--- src/rtl/noc_output_port_arbiter.sv ---
// noc_output_port_arbiter
//   Shares one switch output link between NUM_INPUTS input ports under wormhole
//   switching. A round-robin choice is made among inputs showing a head flit.
//   The winner keeps the link until its tail flit has been forwarded. Flits go
//   onto the link through a registered flit/valid/tail stage. Downstream STALL
//   (stall_in = 1) freezes both that stage and the input handshake.
//
// Optional feature: define ARB_PKT_COUNT_EN to add the pkt_count port. It is a
// wrapping counter of forwarded tail flits.
//
// Ports
//   clk        clock
//   rst        synchronous, active-high reset
//   req_valid  [NUM_INPUTS]            flit present at input i
//   req_flit   [NUM_INPUTS*FLITWIDTH]  flit of input i at [i*FLITWIDTH +: FLITWIDTH]
//   req_head   [NUM_INPUTS]            flit of input i is a head flit
//   req_tail   [NUM_INPUTS]            flit of input i is a tail flit
//   req_ready  [NUM_INPUTS]            flit of input i is consumed this cycle
//   stall_in   downstream STALL (1) / GO (0)
//   out_flit   [FLITWIDTH]             registered flit to the link
//   out_valid  out_flit is valid
//   out_tail   out_flit is a tail flit
//   grant      [NUM_INPUTS]            one-hot owner of the link, 0 when idle
//   busy       a packet currently owns the link
//   pkt_count  [CNTW]                  forwarded-tail counter (ARB_PKT_COUNT_EN only)
module noc_output_port_arbiter #(
    parameter int NUM_INPUTS = 4,
    parameter int FLITWIDTH  = 32,
    parameter int CNTW       = 16
) (
    input  logic                            clk,
    input  logic                            rst,
    input  logic [NUM_INPUTS-1:0]           req_valid,
    input  logic [NUM_INPUTS*FLITWIDTH-1:0] req_flit,
    input  logic [NUM_INPUTS-1:0]           req_head,
    input  logic [NUM_INPUTS-1:0]           req_tail,
    output logic [NUM_INPUTS-1:0]           req_ready,
    input  logic                            stall_in,
    output logic [FLITWIDTH-1:0]            out_flit,
    output logic                            out_valid,
    output logic                            out_tail,
    output logic [NUM_INPUTS-1:0]           grant,
    output logic                            busy
`ifdef ARB_PKT_COUNT_EN
    ,
    output logic [CNTW-1:0]                 pkt_count
`endif
);

    localparam int IDXW = (NUM_INPUTS > 1) ? $clog2(NUM_INPUTS) : 1;

    typedef enum logic {IDLE, LOCKED} state_t;

    state_t                state, state_next;
    logic [IDXW-1:0]       ptr;       // index of the last input served
    logic [IDXW-1:0]       gidx;      // index of the current owner
    logic [NUM_INPUTS-1:0] eligible;
    logic                  any_elig;
    logic [IDXW-1:0]       pick;
    logic [NUM_INPUTS-1:0] pick_oh;
    logic [IDXW-1:0]       cand;
    logic                  found;
    logic                  xfer;
    logic                  tail_xfer;

    assign eligible  = req_valid & req_head;
    assign any_elig  = |eligible;
    assign busy      = (state == LOCKED);
    assign req_ready = (state == LOCKED && !stall_in) ? grant : '0;
    assign xfer      = (state == LOCKED) && !stall_in && req_valid[gidx];
    assign tail_xfer = xfer && req_tail[gidx];

    // Round-robin scan starting one past the last served input
    always_comb begin
        found   = 1'b0;
        pick    = '0;
        pick_oh = '0;
        cand    = '0;
        for (int k = 1; k <= NUM_INPUTS; k++) begin
            cand = IDXW'((int'(ptr) + k) % NUM_INPUTS);
            if (!found && eligible[cand]) begin
                found         = 1'b1;
                pick          = cand;
                pick_oh       = '0;
                pick_oh[cand] = 1'b1;
            end
        end
    end

    always_comb begin
        state_next = state;
        case (state)
            IDLE:    if (any_elig)  state_next = LOCKED;
            LOCKED:  if (tail_xfer) state_next = IDLE;
            default: state_next = IDLE;
        endcase
    end

    always_ff @(posedge clk) begin
        if (rst) state <= IDLE;
        else     state <= state_next;
    end

    // Ownership and round-robin pointer
    always_ff @(posedge clk) begin
        if (rst) begin
            grant <= '0;
            gidx  <= '0;
            ptr   <= IDXW'(NUM_INPUTS - 1);
        end else if (state == IDLE && any_elig) begin
            grant <= pick_oh;
            gidx  <= pick;
        end else if (tail_xfer) begin
            grant <= '0;
            ptr   <= gidx;
        end
    end

    // Link output stage: frozen while downstream stalls
    always_ff @(posedge clk) begin
        if (rst) begin
            out_flit  <= '0;
            out_valid <= 1'b0;
            out_tail  <= 1'b0;
        end else if (!stall_in) begin
            if (xfer) begin
                out_flit  <= req_flit[int'(gidx)*FLITWIDTH +: FLITWIDTH];
                out_tail  <= req_tail[gidx];
                out_valid <= 1'b1;
            end else begin
                out_valid <= 1'b0;
                out_tail  <= 1'b0;
            end
        end
    end

`ifdef ARB_PKT_COUNT_EN
    always_ff @(posedge clk) begin
        if (rst)            pkt_count <= '0;
        else if (tail_xfer) pkt_count <= pkt_count + CNTW'(1);
    end
`endif

endmodule

--- config.mk ---
export PLATFORM = sky130hd
export DESIGN_NAME = noc_output_port_arbiter
export DESIGN_NICKNAME = d
export VERILOG_FILES = /design/src/rtl/noc_output_port_arbiter.sv
export SDC_FILE = /design/constraint.sdc
export NUM_CORES = 1
export LEC_CHECK = 0
export ABC_AREA = 1
export BUFFER_PORTS_ARGS = -buffer_cell sky130_fd_sc_hd__clkbuf_2
export CAP_MARGIN = 20
export CELL_PAD_IN_SITES_DETAIL_PLACEMENT = 2
export CELL_PAD_IN_SITES_GLOBAL_PLACEMENT = 2
export CORE_UTILIZATION = 20
export DETAILED_ROUTE_END_ITERATION = 8
export GPL_ROUTABILITY_DRIVEN = 0
export HOLD_SLACK_MARGIN = 0.08
export PLACE_DENSITY_LB_ADDON = 0.1
export SYNTH_ARGS = -nofsm -noshare
export SYNTH_HDL_FRONTEND = slang
export SYNTH_SLANG_ARGS = --single-unit
--- constraint.sdc ---
create_clock -name clk -period 2.34 [get_ports clk]
set_input_delay 0.234 -clock clk [delete_from_list [all_inputs] [get_ports clk]]
set_output_delay 0.234 -clock clk [all_outputs]
set_load 0.05 [all_outputs]
**After elaboration in Yosys (flattened, before gate mapping)**

Index checks and enable logic that the tools add are counted.

- Bitwise logic cells: 4
- $lt $le $gt $ge: 9
- Mux-type cells: 39
- Add/subtract/negate cells: 4
- Shift operators: 1
- Reduce and logical (&&, ||, !) cells: 19

Operator list:

| operator | number |
|---|---|
| indexed part select 128 x 8 -> 32 bit | 1 |
| 2-to-1 mux 4 bit | 7 |
| 2-to-1 mux 1 bit | 17 |
| < comparator 2 x 3 -> 1 bit, second input constant | 5 |
| binary-select mux 1 bit (select 2 bit) | 6 |
| logical AND 1 bit | 11 |
| demux 1 bit (select 2 bit) | 4 |
| >= comparator 2 x 1 -> 1 bit, second input constant | 4 |
| 2-to-1 mux 2 bit | 4 |
| adder 2 x 1 -> 2 bit, second input constant | 2 |
| adder 2 bit, second input constant | 2 |
| bitwise AND 4 bit | 1 |
| logical NOT 1 bit | 4 |
| AND reduction 2 bit | 2 |
| OR reduction 4 bit | 1 |
| NOT 1 bit | 3 |
| case mux 1 bit (2 select lines) | 1 |
| nonzero test 2 bit | 1 |

- Output and inout port bits: 43
- Register bits after elaboration: 43

**Depth between registers and ports, before layout**

Gate-level depths: netlist of run 1.

- Depth in word-level cells: 14
- Mapped depth: 12
- Gate-level depth less buffers: 11

**Worst setup path after synthesis of run 1**

No wires, ideal clock.

- Kind: register -> output
- Start point: reg state (netlist: busy)
- End point: out req_ready[0]
- Slack: 0.539 ns
- Stages on the path, launching flop included: 5
- Data required time: 2.106 ns
- Arrival time: 1.567 ns
- Path through: dfxtp_1 inv_1 nor2_1 inv_1 nor2_1

- Cells in the longest elaborated chain, start to end: 2

RTL lines:

| item | line | source |
|---|---|---|
| start: declaration | 54 | `state_t state, state_next;` |
| start signal: assignment | 101 | `else state <= state_next;` |
| logical AND 1 bit | 69 | `assign req_ready = (state == LOCKED && !stall_in) ? grant : '0;` |
| 2-to-1 mux 4 bit | 69 |  |
| end: declaration | 37 | `output logic [NUM_INPUTS-1:0] req_ready,` |

No other way between the ends.

**Final worst setup path of run 1**

- Start point: reg ptr[1]
- End point: reg gidx[0]

- Cells in the longest elaborated chain, start to end: 13

RTL lines:

| item | line | source |
|---|---|---|
| start: declaration | 55 | `logic [IDXW-1:0] ptr;` |
| start signal: assignment | 109 | `ptr <= IDXW'(NUM_INPUTS - 1);` |
| start signal: assignment | 115 | `ptr <= gidx;` |
| adder 2 x 1 -> 2 bit | 80 | `cand = IDXW'((int'(ptr) + k) % NUM_INPUTS);` |
| binary-select mux 1 bit (select 2 bit) | 81 | `if (!found && eligible[cand]) begin` |
| 2-to-1 mux 1 bit (not written as such) | 81 |  |
| 2-to-1 mux 1 bit | 81 |  |
| logical NOT 1 bit | 81 |  |
| logical AND 1 bit | 81 |  |
| 2-to-1 mux 1 bit | 81 |  |
| logical NOT 1 bit | 81 |  |
| logical AND 1 bit | 81 |  |
| 2-to-1 mux 1 bit | 81 |  |
| logical NOT 1 bit | 81 |  |
| logical AND 1 bit | 81 |  |
| 2-to-1 mux 2 bit (*) | 81 |  |
| end signal: assignment | 112 | `gidx <= pick;` |
| end: declaration | 56 | `logic [IDXW-1:0] gidx;` |

Every way passes the cells marked *; elsewhere a longest branch is shown, timed or not. The select of a mux whose other input is x is not followed.
A chain may end at the register's enable or synchronous reset.

==> results of run 1 <==
-- registers in the layout, indices dropped and copies added (netlist names) --
signal     cells
out_flit      32
grant          4
gidx           2
ptr            2
busy           1
out_tail       1
out_valid      1
-- placed cells by master, fill, tap and decap left out, drive strengths merged --
master / synthesis / final
inv: 24 / 24
o211ai: 3 / 3
nand3: 44 / 44
clkbuf: 14 / 192
ha: 4 / 4
nand4: 1 / 1
nor2: 143 / 143
clkinvlp: 0 / 1
dfxtp: 43 / 43
o21ai: 102 / 102
nand2: 47 / 47
a31oi: 32 / 32
a21oi: 9 / 9
o22ai: 1 / 1
buf: 21 / 9
-- layout make-up --
| class | instances | area [um2] |
|---|---|---|
| fill | 1831 | 10300 |
| clock inverter | 1 | 7.51 |
| sequential | 43 | 863 |
| inverter | 24 | 90.1 |
| multi-input combinational | 386 | 1830 |
| tap | 184 | 230 |
| clock buffer | 7 | 153 |
| timing repair buffer | 194 | 1010 |
-- worst paths after layout --
path | from | endpoint | slack [ns] | cells after the start
max | ptr[1] | gidx[0] | 0.34 | 10
min | stall_in | out_tail | 0.23 | 3
min reg2reg | out_tail | out_tail | 0.47 | 2
max reg2reg | ptr[1] | gidx[0] | 0.34 | 10
-- power by group through the flow --
stage	logic (uW)	clock network [uW]	registers, uW
after floorplan	593	0	1060
after global placement	1140	0	867
after detailed placement	1170	0	872
after CTS	1170	810	856
after global routing	1270	842	864
final	1140	770	853
-- per-stage QoR --
stage / instance area [um2] / power [uW] / util, % / worst slack (ns) / hold slack (ns)
floorplan: 2950 / 1660 / - / 0.539 / 0.375
global placement: 4020 / 2000 / 27.7 / 0.511 / 0.450
detailed placement: 4020 / 2040 / 27.7 / 0.354 / 0.465
CTS: 4180 / 2840 / 28.8 / 0.329 / 0.216
global route: 4180 / 2980 / 28.8 / 0.0983 / 0.248
finish: 4180 / 2760 / 28.8 / 0.336 / 0.230
-- critical path: cells and delay by family, from the launching register on --
family,cells,cell delay [ns]
AO/OA/AOI/OAI,1,0.12
adder cells (fa/ha/maj),1,0.36
flip-flops,1,0.43
buffers and inverters,2,0.23
AND/OR/NAND/NOR,6,0.79
-- layer usage --
layer  GRT usage, %  up-vias  part of all wire, %
met5              0        -                    0
met4           4.29        0                 0.90
met3           5.21        8                  7.0
met2           32.0      103                   50
met1           19.9     1866                   42
li1               -     1979                    -
-- kinds of logic (layout without fill, tap and decap cells) --
logic type	count (synthesis)	in the layout	synth area share, %
compound gates	147	147	26.7
fa+ha+maj	4	4	1.70
buf+inv	59	226	9.20
flops	43	43	29.2
simple gates	235	235	33.2
==> flow_summary_export.csv, run 1 <==
group,metric,value,unit
power,power.leakage,0.00207,uW
yosys,synth_cell_types,23,
yosys,synth_top_area_share,29.2,%
power,swShare,41.9,%
setup_path,path_cells,"inv_1 > ha_1 > inv_1 > nand3_1 > nand2_1 > nor2_4 > nand2_2 > nand3_1 > nand2_1 > a21oi_1",
drt,viasPerCell,4.72,
floorplanning,pin_count,186,
floorplanning,die_x,123,um
yosys,postSynth.asyncResetShare,0,%
cts,cts_hold_buf,0,
yosys,yosysMostFrequentCell,"nor2_1",
timing,finalCritPeriodShare,85.6,%
drt,wl,13.4,mm
floorplanning,dieArea,15200,um2
cells_and_area,antennaDiodeCount,0,
timing,min_period,2.00,ns
setup_path,slowest_delay,0.43,ns
timing,slew_headroom,66.7,%
yosys,synth_commonest_cells,"141 x nor2_1, 81 x o21ai_0, 43 x dfxtp_1",
grt,grt_pass1_wl,20.4,mm
placed_design,port_buffers,185,
grt,grt_usage,17.6,%
setup_path,critPathArrivalTime,2.22,ns
yosys,yosysWarningCount,0,
timing,final_hold_viol_count,0,
cts,clock-root-buffer,"clkbuf_16",
power,clkPwrFrac,27.9,%
setup_path,crit_slowest_cell,"dfxtp_1",
floorplanning,core,14500,um2
cts,path_clk_slew,0.06,ns
grt,grt_antenna_before_repair,0,
timing,tightest_slew,0.500,ns
power,power_frac_seq,30.9,%
timing,fin_tns_setup,0,ns
hold_path,hold_path_class,"in2reg",
cells_and_area,layout-drive-gt1-share,33.3,%
drt,route.detailed.drc,0,
setup_path,cp-start-kind,"register",
setup_path,path_class,"reg2reg",
setup_path,end_kind,"register",
placed_design,post-place-cells,831,
yosys,ys.flop_type,"dfxtp_1",
cts,cts_resized,0,
timing,fin_worst_skew,0.00388,ns
cts,max-clock-path-buffers,2,
status,status,"completed",
timing,max_freq,499,MHz
power,comb_power_share,41.2,%
yosys,synth_edf_count,0,
setup_path,required,2.56,ns
drt,initialDrtViolationCount,128,
cts,cts.sinks,43,
cells_and_area,fin_cells,839,
grt,grt_max_degree,54,
timing,finalSetupViolations,0,
cts,numCtsBuffers,5,
cts,cts_tree,"done",
yosys,synthCells,488,
drt,final_antenna_net_count,0,
yosys,syn-cell-area,2950,um2
grt,grt-ovfl-total,0,
yosys,synth_top_area_cell,"dfxtp_1",
timing,slew_violations,0,
yosys,avgSynthCellArea,6.05,um2
drt,detail_route.first_pass.iterations,4,
yosys,synth_nets,635,
floorplanning,num_rows,44,
cts,h-tree-depth,2,
drt,via_count,3956,
grt,first_global_vias,4081,
yosys,synth-seq-cells,43,
timing,rsz0062_at_grt,"no",
yosys,synth.area.top_cells,"dfxtp_1 29%, nor2_1 18%, o21ai_0 14%, nand3_1 7.1%, a31oi_1 6.8%",
cts,insertion_delay,0.29,ns
power,ir_worst_vdd,0.000293,V
placed_design,hpwl,10.5,mm
power,intPower,1610,uW
floorplanning,dieHeight,123,um
cts,post_cts_buffers,0,
yosys,seq_area_frac_synth,29.2,%
floorplanning,start_util,20.4,%
cells_and_area,area_growth,41.5,%
power,p_sw,1160,uW
drt,wl_per_cell,16.0,um
cells_and_area,nNetsFinal,801,
power,p_per_area,662,nW/um2
setup_path,path_max_fanout,11,
flow_run,maxCapViolCount,0,
Power figures use the tool's default switching activity.
==> inputs of run 2 (changes only) <==
==> constraint.sdc (replaced) <==
create_clock -name clk -period 2 [get_ports clk]
set_input_delay 0.3 -clock clk [delete_from_list [all_inputs] [get_ports clk]]
set_output_delay 0.3 -clock clk [all_outputs]
set_load 0.05 [all_outputs]
==> run 2 against run 1 <==
  * Non-clock buffer count rose by 7
  * Sequential power grew 17%
  * Global-route usage grew 0.42 points
  * Critical path depth is 2 higher
  * Power rose by 21%
  * Largest cell class unchanged
  * Cell area rose by 2.3%
==> flow_summary_export.csv, run 2 (same netlist as run 1, synthesis figures left out) <==
group,metric,value,unit
power,swShare,40.9,%
cts,cts_tree,"done",
setup_path,timing.rr.start,"ptr[1]",
timing,final_hold_viol_count,0,
floorplanning,start_util,20.4,%
power,power_frac_seq,29.9,%
power,comb_power_share,41.9,%
power,p_sw,1370,uW
hold_path,hold_path_class,"in2reg",
cells_and_area,layout_commonest_cell,"clkbuf_2",
drt,initialDrtViolationCount,102,
status,status,"completed",
cts,numCtsBuffers,5,
grt,grt_antenna_before_repair,0,
floorplanning,dieHeight,123,um
setup_path,crit_buf_inv,4,
floorplanning,pin_count,186,
cells_and_area,mostFrequentLayoutCells,"186 x clkbuf_2, 141 x nor2_1, 81 x o21ai_0",
timing,tightest_slew,0.342,ns
grt,grt_usage,18.0,%
cts,cts_hold_buf,0,
timing,finalCritPeriodShare,92.9,%
power,p_per_area,783,nW/um2
drt,final_antenna_net_count,0,
setup_path,cp_top_family,"simple AND/OR/NAND/NOR gates",
hold_path,min_path_cells,3,
power,p_total,3340,uW
drt,wl_per_cell,16.2,um
drt,detail_route.first_pass.iterations,4,
placed_design,hpwl,10.5,mm
power,ir_worst_vdd,0.000298,V
cts,path_clk_slew,0.06,ns
timing,max_freq,538,MHz
flow_run,maxCapViolCount,0,
cells_and_area,largest_register,"out_flit",
cts,max-clock-path-buffers,2,
drt,wl,13.7,mm
power,intPower,1980,uW
cells_and_area,top_regs,"out_flit (32), grant (4)",
cts,insertion_delay,0.30,ns
drt,via_count,4004,
setup_path,cp-start-kind,"register",
floorplanning,dieArea,15200,um2
setup_path,path_max_fanout,5,
setup_path,path_class,"reg2reg",
cells_and_area,largest_reg_flops,32,
cts,h-tree-depth,2,
hold_path,hold_end,"out_tail",
hold_path,min_from,"stall_in",
cells_and_area,antennaDiodeCount,0,
grt,grt-ovfl-total,0,
drt,viasPerCell,4.74,
floorplanning,num_rows,44,
timing,min_period,1.86,ns
setup_path,critPathArrivalTime,2.03,ns
cells_and_area,layout-drive-gt1-share,34.2,%
timing,hold_ws,0.274,ns
timing,slew_violations,0,
setup_path,r2r_end,"gidx[1]",
power,power.leakage,0.00212,uW
grt,first_global_vias,4178,
setup_path,required,2.17,ns
timing,finalSetupViolations,0,
cts,cts.sinks,43,
cells_and_area,nNetsFinal,808,
drt,route.detailed.drc,0,
power,clkPwrFrac,28.3,%
cells_and_area,area_growth,44.8,%
grt,grt_pass1_wl,21.0,mm
setup_path,rr_worst_depth,12,
timing,fin_tns_setup,0,ns
cells_and_area,fin_cells,845,
timing,slew_headroom,77.2,%
placed_design,post-place-cells,835,
timing,fin_worst_skew,0.00763,ns
floorplanning,die_x,123,um
placed_design,port_buffers,185,
setup_path,end_kind,"register",
cts,clock-root-buffer,"clkbuf_16",
setup_path,crit_slowest_cell,"dfxtp_2",
grt,grt_max_degree,63,
setup_path,reg2reg_slack,0.14,ns
setup_path,cp_num_cells,12,
floorplanning,core,14500,um2
setup_path,slowest_delay,0.37,ns
setup_path,path_cells,"inv_1 > ha_4 > inv_1 > nand3_1 > nand2_1 > nor2_4 > clkbuf_2 > nand3_1 > nand2_1 > inv_1 > nand2_1 > a21oi_1",
[run 2: routing by layer]
| layer | track usage, % | up-vias | wire (um) |
|---|---|---|---|
| li1 | - | 1989 | - |
| met1 | 20.5 | 1897 | 5710 |
| met2 | 32.1 | 109 | 6960 |
| met3 | 5.90 | 9 | 889 |
| met4 | 4.52 | 0 | 160 |
| met5 | 0 | - | 0 |
[run 2: layout make-up]
type / count / area [um2]
clock inverters: 1 / 30.0
well taps: 184 / 230
flip-flops and latches: 43 / 865
fillers: 1843 / 10200
inverters: 24 / 90.1
multi-input cells: 386 / 1850
repair buffers: 201 / 1080
clock buffers: 6 / 129
[run 2: worst max path at each step]
stage	start	endpoint	slack, ns
6_report	ptr[1]	gidx[1]	0.14
5_1_grt	ptr[1]	gidx[1]	-0.02
4_1_cts	ptr[1]	grant[2]	0.01
3_5_place_dp	ptr[1]	grant[2]	0.01
3_3_place_gp	ptr[1]	grant[1]	0.16
2_1_floorplan	busy	req_ready[0]	0.13
[run 2: tightest hold or removal path, delay by kind of cell]
kind                   cells  cell delay, ns
buffers and inverters      1            0.10
AO/OA/AOI/OAI              1            0.05
AND/OR/NAND/NOR            1            0.06
[run 2: per-stage QoR]
| stage | cell area [um2] | utilization, % | worst slack, ns |
|---|---|---|---|
| 3_3_place_gp | 4060 | 28.0 | 0.160 |
| 5_1_grt | 4270 | 29.5 | -0.0224 |
| 2_1_floorplan | 2950 | - | 0.133 |
| 3_5_place_dp | 4060 | 28.0 | 0.0130 |
| 4_1_cts | 4220 | 29.1 | 0.0103 |
| 6_report | 4270 | 29.5 | 0.142 |
[run 2: what timing repair did]
action | in CTS | in global routing
setup buffers | 0 | 3
resized for setup | 0 | 4
pin swaps | 1 | 2
setup endpoints to repair | 2 | 6
hold endpoints to repair | 0 | 0
[run 2: power groups by stage]
stage	Combinational [uW]	Sequential, uW	Clock, uW
2_1_floorplan	694	1240	0
3_3_place_gp	1350	1010	0
3_5_place_dp	1390	1020	0
4_1_cts	1400	1000	998
5_1_grt	1560	1010	1020
6_report	1400	999	945
==> inputs of run 3 (changes only) <==
--- a/config.mk
+++ b/config.mk
@@ -8,13 +8,13 @@
 export ABC_AREA = 1
 export BUFFER_PORTS_ARGS = -buffer_cell sky130_fd_sc_hd__clkbuf_2
 export CAP_MARGIN = 20
-export CELL_PAD_IN_SITES_DETAIL_PLACEMENT = 2
-export CELL_PAD_IN_SITES_GLOBAL_PLACEMENT = 2
-export CORE_UTILIZATION = 20
+export CORE_UTILIZATION = 43
 export DETAILED_ROUTE_END_ITERATION = 8
 export GPL_ROUTABILITY_DRIVEN = 0
 export HOLD_SLACK_MARGIN = 0.08
-export PLACE_DENSITY_LB_ADDON = 0.1
+export PLACE_DENSITY = 0.81
+export SKIP_LAST_GASP = 1
+export SLEW_MARGIN = 10
 export SYNTH_ARGS = -nofsm -noshare
 export SYNTH_HDL_FRONTEND = slang
 export SYNTH_SLANG_ARGS = --single-unit
==> run 3 against run 2 <==
  * The flow now finishes with violations (design-rule violations)
  * Routed wire length fell by 30%
  * Power shrank 9.8%
  * Combinational power is 6% lower
  * Count of clock-buffer cells in the layout unchanged
  * Non-clock buffer count decreased by 2
  * Critical path type unchanged
  * Sequential share of layout area grew 1.0 points
  * Sequential cell count is the same
  * Highest routed layer unchanged
==> flow_summary_export.csv, run 3 (same netlist as run 1, synthesis figures left out) <==
group,metric,value,unit
grt,grt_usage,27.0,%
drt,wl_met2,4.75,mm
setup_path,required,2.22,ns
timing,fin_worst_skew,0.00647,ns
drt,via_count,3888,
power,p_per_area,742,nW/um2
setup_path,end_kind,"register",
floorplanning,dieHeight,84.8,um
timing,fin_tns_setup,0,ns
cts,cts_hold_buf,0,
grt,first_global_vias,3638,
setup_path,rr_worst_depth,10,
setup_path,r2r_end,"grant[0]",
timing,finalCritPeriodShare,91.2,%
drt,routed.top_layer,"met4",
power,power.leakage,0.00208,uW
cts,h-tree-depth,2,
floorplanning,start_util,45.4,%
grt,grt_pass1_wl,15.9,mm
timing,rsz0062_at_grt,"no",
setup_path,worstSetupStartpoint,"ptr[1]",
drt,initialDrtViolationCount,214,
grt,grt-ovfl-total,0,
drt,met1_length,3.99,mm
drt,detail_route.first_pass.iterations,8,
drt,wl_per_cell,13.1,um
setup_path,endpoint,"grant[0]",
cts,cts_tree,"done",
cells_and_area,area_growth,37.6,%
status,status,"finished with violations",
setup_path,reg2reg_slack,0.18,ns
placed_design,hpwl,7.27,mm
drt,final_antenna_net_count,0,
drt,route.detailed.drc,8,
setup_path,timing.rr.start,"ptr[1]",
timing,min_period,1.82,ns
floorplanning,die_x,84.8,um
status,failed_checks,"design-rule violations",
setup_path,path_max_fanout,6,
timing,slew_headroom,73.4,%
power,ir_worst_vdd,0.000317,V
cells_and_area,nNetsFinal,807,
placed_design,port_buffers,185,
cts,path_clk_slew,0.09,ns
cells_and_area,top_regs,"out_flit (32), grant (4)",
drt,viasPerCell,5.27,
timing,final_hold_viol_count,0,
cts,numCtsBuffers,5,
cts,clock-root-buffer,"clkbuf_8",
setup_path,crit_slowest_cell,"dfxtp_2",
cts,max-clock-path-buffers,2,
floorplanning,dieArea,7200,um2
timing,finalSetupViolations,0,
cts,cts.sinks,43,
grt,grt_antenna_before_repair,0,
cells_and_area,layout-drive-gt1-share,34.2,%
cells_and_area,largest_reg_flops,32,
setup_path,path_cells,"inv_1 > ha_4 > inv_1 > nand3_1 > nand2_2 > nor2_4 > nand2_2 > nand3_1 > nand2_1 > a21oi_1",
hold_path,hold_path_class,"in2reg",
cells_and_area,largest_register,"out_flit",
floorplanning,core,6490,um2
timing,max_freq,548,MHz
timing,slew_violations,0,
timing,tightest_slew,0.399,ns
setup_path,critPathArrivalTime,2.04,ns
floorplanning,pin_count,186,
setup_path,cp-start-kind,"register",
cells_and_area,layout_commonest_cell,"clkbuf_2",
power,p_total,3010,uW
drt,route.met3.wl,729,um
flow_run,maxCapViolCount,0,
setup_path,slowest_delay,0.38,ns
cts,insertion_delay,0.29,ns
setup_path,path_class,"reg2reg",
drt,wl,9.65,mm
floorplanning,num_rows,29,
grt,grt_max_degree,41,
cells_and_area,mostFrequentLayoutCells,"185 x clkbuf_2, 141 x nor2_1, 81 x o21ai_0",
cells_and_area,antennaDiodeCount,0,
==> run 3: cell count changes in the layout (fill, tap and decap cells not counted), sizes merged <==
cell,delta
clkinv,+1
buf,-1
clkbuf,-1
nor2,+1
==> run 3: per-layer routing <==
layer / track usage, % / up-vias
met5: 0 / -
met4: 8.47 / 0
met3: 6.52 / 19
met2: 48.3 / 180
met1: 32.0 / 1704
li1: - / 1985
==> run 3: layout make-up <==
class,count,area [um2]
clock buffers,6,82.6
clock inverters,2,35.0
fillers,649,2430
inverters,24,90.1
multi-input cells,387,1850
flip-flops and latches,43,863
well taps,77,96.3
repair buffers,199,1040
==> run 3: worst min path at each step <==
stage / startpoint / end / depth (start not counted)
after floorplan: stall_in / out_valid / 2
after global placement: out_tail / out_tail / 2
after detailed placement: out_tail / out_tail / 2
after CTS: stall_in / out_tail / 3
after global routing: stall_in / out_valid / 3
final: stall_in / out_tail / 3
==> run 3: power by group <==
part / total [uW] / internal [uW] / switching (uW) / leakage [uW]
registers: 990 / 938 / 52.5 / 0.000351
clock network: 706 / 404 / 301 / 0.0000612
logic: 1320 / 431 / 887 / 0.00167
==> run 3: timing repair <==
action | in CTS | in global routing
buffers inserted | 0 | 2
endpoints found under the setup margin | 0 | 6
resized for setup | 0 | 3
==> run 3: per-stage QoR <==
stage	cells	utilization [%]	hold slack, ns	area, um2	setup WS [ns]
4_1_cts	735	61.9	0.259	4020	0.0279
3_3_place_gp	727	60.1	0.448	3900	0.228
2_1_floorplan	488	-	0.441	2950	0.133
6_report	738	62.5	0.272	4060	0.177
5_1_grt	738	62.5	0.273	4060	0.0289
3_5_place_dp	727	60.1	0.452	3900	0.0588
==> run 3: worst max-delay path: cells and delay by family (launching register included) <==
family / cells / cell delay [ns]
compound gates: 1 / 0.13
fa+ha+maj: 1 / 0.31
buf+inv: 2 / 0.20
flops: 1 / 0.38
simple gates: 6 / 0.72
